$ cat src/rtl/depuncturer.sv
`default_nettype none
// ============================================================================
// depuncturer : re-inserts punctured (erased) bits to rebuild rate-1/2 pairs
// Rev 1.0
// ============================================================================
module depuncturer (
  input  logic       clk,
  input  logic       rst,
  input  logic       start,
  input  logic       stop,
  input  logic [1:0] rate,
  input  logic       in_valid,
  input  logic       in_bit,
  output logic       in_ready,
  output logic       out_valid,
  input  logic       out_ready,
  output logic       out_a,
  output logic       out_b,
  output logic       erase_a,
  output logic       erase_b,
  output logic [1:0] phase
);

  localparam logic [1:0] ST_IDLE  = 2'd0;
  localparam logic [1:0] ST_GET_A = 2'd1;
  localparam logic [1:0] ST_GET_B = 2'd2;
  localparam logic [1:0] ST_OUT   = 2'd3;

  localparam logic [1:0] RATE_2_3 = 2'b01;
  localparam logic [1:0] RATE_3_4 = 2'b10;

  logic [1:0] state_q, state_d;
  logic [1:0] rate_q, rate_d;
  logic [1:0] phase_q, phase_d;
  logic       a_q, a_d, b_q, b_d;
  logic       ea_q, ea_d, eb_q, eb_d;
  logic [1:0] next_phase;
  logic       next_keep_a;
  logic       cur_keep_b;

  always_ff @(posedge clk) begin
    if (!rst) begin
      state_q <= ST_IDLE;
      rate_q  <= 2'b00;
      phase_q <= 2'd0;
      a_q     <= 1'b0;
      b_q     <= 1'b0;
      ea_q    <= 1'b0;
      eb_q    <= 1'b0;
    end else begin
      state_q <= state_d;
      rate_q  <= rate_d;
      phase_q <= phase_d;
      a_q     <= a_d;
      b_q     <= b_d;
      ea_q    <= ea_d;
      eb_q    <= eb_d;
    end
  end

  always_comb begin
    // Rate code 11 falls into the default arm and behaves as rate 1/2.
    case (rate_q)
      RATE_2_3: next_phase = (phase_q == 2'd1) ? 2'd0 : phase_q + 2'd1;
      RATE_3_4: next_phase = (phase_q == 2'd2) ? 2'd0 : phase_q + 2'd1;
      default:  next_phase = 2'd0;
    endcase
    next_keep_a = !((rate_q == RATE_3_4) && (next_phase == 2'd2));
    cur_keep_b  = !(((rate_q == RATE_2_3) || (rate_q == RATE_3_4)) && (phase_q == 2'd1));

    state_d = state_q;
    rate_d  = rate_q;
    phase_d = phase_q;
    a_d     = a_q;
    b_d     = b_q;
    ea_d    = ea_q;
    eb_d    = eb_q;

    if (start) begin
      rate_d  = rate;
      phase_d = 2'd0;
      state_d = ST_GET_A;
      a_d     = 1'b0;
      b_d     = 1'b0;
      ea_d    = 1'b0;
      eb_d    = 1'b0;
    end else if (stop) begin
      state_d = ST_IDLE;
      a_d     = 1'b0;
      b_d     = 1'b0;
      ea_d    = 1'b0;
      eb_d    = 1'b0;
    end else begin
      case (state_q)
        ST_GET_A: if (in_valid) begin
          a_d = in_bit;
          if (cur_keep_b) begin
            state_d = ST_GET_B;
          end else begin
            state_d = ST_OUT;
            b_d     = 1'b0;
            eb_d    = 1'b1;
          end
        end
        ST_GET_B: if (in_valid) begin
          b_d     = in_bit;
          state_d = ST_OUT;
        end
        ST_OUT: if (out_ready) begin
          phase_d = next_phase;
          a_d     = 1'b0;
          b_d     = 1'b0;
          eb_d    = 1'b0;
          ea_d    = !next_keep_a;
          state_d = next_keep_a ? ST_GET_A : ST_GET_B;
        end
        default: ;
      endcase
    end
  end

  always_comb begin
    in_ready  = (state_q == ST_GET_A) || (state_q == ST_GET_B);
    out_valid = (state_q == ST_OUT);
    out_a     = a_q;
    out_b     = b_q;
    erase_a   = ea_q;
    erase_b   = eb_q;
    phase     = phase_q;
  end

endmodule
`default_nettype wire

$ cat config.mk
export PLATFORM = sky130hd
export DESIGN_NAME = depuncturer
export DESIGN_NICKNAME = d
export VERILOG_FILES = /design/src/rtl/depuncturer.sv
export SDC_FILE = /design/constraint.sdc
export NUM_CORES = 1
export LEC_CHECK = 0
export BUFFER_PORTS_ARGS = -buffer_cell sky130_fd_sc_hd__buf_2
export CAP_MARGIN = 10
export CORE_MARGIN = 3
export CORE_UTILIZATION = 45
export CTS_BUF_LIST = sky130_fd_sc_hd__clkbuf_16
export DETAILED_ROUTE_END_ITERATION = 6
export HOLD_SLACK_MARGIN = 0.05
export PLACE_DENSITY = 0.7
export SLEW_MARGIN = 40
export SYNTH_ARGS = -nofsm -noshare
export SYNTH_HDL_FRONTEND = slang
export SYNTH_SLANG_ARGS = --single-unit
export TNS_END_PERCENT = 5
$ cat constraint.sdc
create_clock -name clk -period 3.5 [get_ports clk]
set_clock_uncertainty 0.05 [all_clocks]
set_input_delay 0.175 -clock clk [delete_from_list [all_inputs] [get_ports clk]]
set_output_delay 0.175 -clock clk [all_outputs]
set_load 0.01 [all_outputs]
==> implementation parameters <==
Parameter                              Value

Yosys
  Syn nets    89
  Portion of the post-synthesis area used by sequential elements    0.3137
  Top FF cell, synth    dfxtp_1
  Share of the synthesized area in the top cell type    0.3137
  Average size of a mapped cell    8.623 µm²
  Post-synth ARST share    0
  Warnings, synthesis    0
  Number of flops mapped to enable cells by yosys    0
  Synth cell types    29
  Library cell with the largest summed area after synthesis    dfxtp_1
  Leading cell types by total area after synthesis    dfxtp_1, ha_1, a21oi_1, nand2b_1, mux2i_1
  Number of storage elements in the synthesis netlist    10
  Area of the mapped netlist    638.1 µm²
  Post-synthesis cell count    between 70 and 80

Setup path
  Class of the most critical setup path    flop to flop
  Crit path launch type    flop
  WP data arrival    2.00 ns
  Data required time at the worst endpoint    3.62 ns
  Type of destination of the critical path    flop
  Worst Path Max Fanout    11

Placed design
  Post-detail-place hpwl    1016 µm
  Port-buffer cells    16
  Post-placement worst setup slack    1.662 ns
  Placer's final routability congestion estimate    about 0.85

STA
  Setup ws final    1.622 ns
  Setup repair after global routing missed its margin    false
  Worst hold slack across all endpoints    0.1554 ns
  Final Hold Vio Count    0
  Worst rel slew slack    0.7367
  Portion of the clock cycle consumed by the worst path in the final layout    0.5367
  Period minus WS final    ~1.9 ns
  Slew @ Worst Pin    approximately 0.4 ns
  Final setup TNS    0 ns
  Final count of negative-setup-slack endpoints    0
  Timing-limited maximum frequency    0.5324 GHz
  Final slew viol count    0

Route
  Drt pass-1 iters    4
  Overall routed net length    about 1300 µm
  Post-DR wirelength/cell    12.01 µm
  DRC violations left    0
  ANT nets after route    0
  Iteration-0 DRC Markers    6
  Via count of the routed design    roughly 560
  Via density per instance    5.206

Global routing
  Gr ovfl total    0
  Vias in the first global route    539
  Largest net degree at the start of global routing    12
  GRT Resource Usage Total    0.1592
  Initial antenna violation count    0
  First-pass GRT wire length    between 2000 and 2500 µm

CTS
  Count of instances resized after the clock tree is built    0
  Number of H-tree branching levels    1
  CTS Buf Count    3
  Clock-pin slew on the worst setup and hold paths    0.04 ns
  CTS Buffer Depth    2
  Clock tree from TritonCTS    built
  CTS root buf    clkbuf_16
  Hold-fix buffer count after cts    0
  Post-CTS setup buffer count    0
  Clk sink count    10
  Later-pin clock latency in the skew report    roughly 0.24 ns

Job
  Number of maximum-capacitance constraint violations    0

Pwr
  Clock share of power    0.558
  Fraction of power consumed by combinational cells    0.109
  Net switching power of the design    0.07581 mW
  Sw Ratio    0.2097
  Leakage power    0.3548 nW
  Int Pwr    0.2856 mW
  Power per unit of standard cell area    449.9 mW/mm²
  Worst supply voltage drop on vdd    0.3973 mV
  Sequential Power Share    0.333

Cells and area
  Inserted Diodes    0
  Fraction of layout instances using a drive strength above 1    0.3011
  Area overhead of the layout relative to synthesis    25.88%
  Net count of the finished layout    around 110
  Final core utilization    0.6605

Outcome
  Status    complete, no violations

Die
  Die area    about 0.0019 mm²
  Std-Cell Rows    12
  Chip height    43.66 µm
  Starting density of the core    0.5247
  I/O pins    17
  Die W    43.66 µm
  Core box area    ~0.0012 mm²

Min path
  Worst Hold Class    input pin to flop
[layer usage]
metal | GRT usage | share of wire | vias up
li1 | - | - | 297
met1 | 0.2045 | 0.48 | 245
met2 | 0.2297 | 0.44 | 13
met3 | 0.07884 | 0.067 | 2
met4 | 0.05422 | 0.0093 | 0
met5 | 0 | 0 | -
[final cells by class]
type	count	area (µm²)
fill	110	412.9
multi-input combinational	58	407.9
sequential	10	200.2
timing repair buffer	16	80.08
clock buffer	3	75.07
inverter	5	18.77
tap	14	17.52
clock inverter	1	3.754
[cells in the mapped netlist (2+ instances only)]
| library cell | instances |
|---|---|
| a21oi_1 | 9 |
| dfxtp_1 | 10 |
| ha_1 | 6 |
| inv_1 | 5 |
| mux2i_1 | 2 |
| nand2_1 | 5 |
| nand2b_1 | 5 |
| nand3_1 | 3 |
| nand4_1 | 2 |
| nor2_1 | 3 |
| nor2b_1 | 3 |
| o21ai_0 | 3 |
| or2_2 | 2 |
[registers in the layout (all words and copies together) (netlist names)]
name     flops
erase_a      1
erase_b      1
out_a        1
out_b        1
phase        2
rate_q       2
state_q      2
[logic make-up after synthesis]
| kind of cell | count (synthesis) | share of synthesized area |
|---|---|---|
| compound gates | 15 | 0.1333 |
| flops | 10 | 0.3137 |
| mux | 2 | 0.03137 |
| buf+inv | 6 | 0.04706 |
| fa+ha+maj | 6 | 0.1176 |
| simple gates | 35 | 0.3569 |
[power groups by stage]
stage / registers [mW] / clock network, mW / logic, mW
after global routing: 0.121 / 0.215 / 0.0448
after floorplan: 0.122 / 0 / 0.0269
after CTS: 0.120 / 0.205 / 0.0398
after detailed placement: 0.122 / 0 / 0.0395
after global placement: 0.122 / 0 / 0.0389
final: 0.120 / 0.201 / 0.0395
[through the flow]
| step | instance area [µm²] | cells | power, mW |
|---|---|---|---|
| 2_1_floorplan | 638.1 | 74 | 0.1486 |
| 3_3_place_gp | 724.4 | 103 | 0.1613 |
| 3_5_place_dp | 724.4 | 103 | 0.1618 |
| 4_1_cts | 803.3 | 107 | 0.3652 |
| 5_1_grt | 803.3 | 107 | 0.3801 |
| 6_report | 803.3 | 107 | 0.3614 |
[cell usage in the layout (no fill, tap or decap), drive strengths merged]
cell type   n
and3b       1
or4b        1
o21bai      1
a21oi       9
inv         5
nor3b       2
buf        16
nor2        3
dfxtp      10
and4b       1
mux2i       2
nand4       2
ha          6
nand2       6
nand2b      5
clkbuf      3
or2         3
a21bo       1
nor2b       3
nand3       3
clkinv      1
or3b        1
o21ai       3
nor3        1
a211oi      1
or3         1
nand4b      1
or4         1
[path summary, 6_finish.rpt]
| kind | start | cells past startpoint | slack (ns) | to |
|---|---|---|---|---|
| max | state_q[0]$_SDFFE_PN0P_ | 5 | 1.62 | phase[0]$_SDFFE_PP0P_ |
| min | rate[0] | 3 | 0.16 | rate_q[0]$_SDFFE_PN0P_ |
| max reg2reg | state_q[0]$_SDFFE_PN0P_ | 5 | 1.62 | phase[0]$_SDFFE_PP0P_ |
| min reg2reg | erase_a$_SDFFE_PP0P_ | 2 | 0.40 | erase_a$_SDFFE_PP0P_ |
[worst max-delay path, cell delays in order, from the launching register on]
cell	delay [ns]
dfxtp_1	0.40
ha_1	0.43
nand2_4	0.07
or2_4	0.25
or4_1	0.47
a21oi_1	0.14
(Power assumes the default switching activity.)
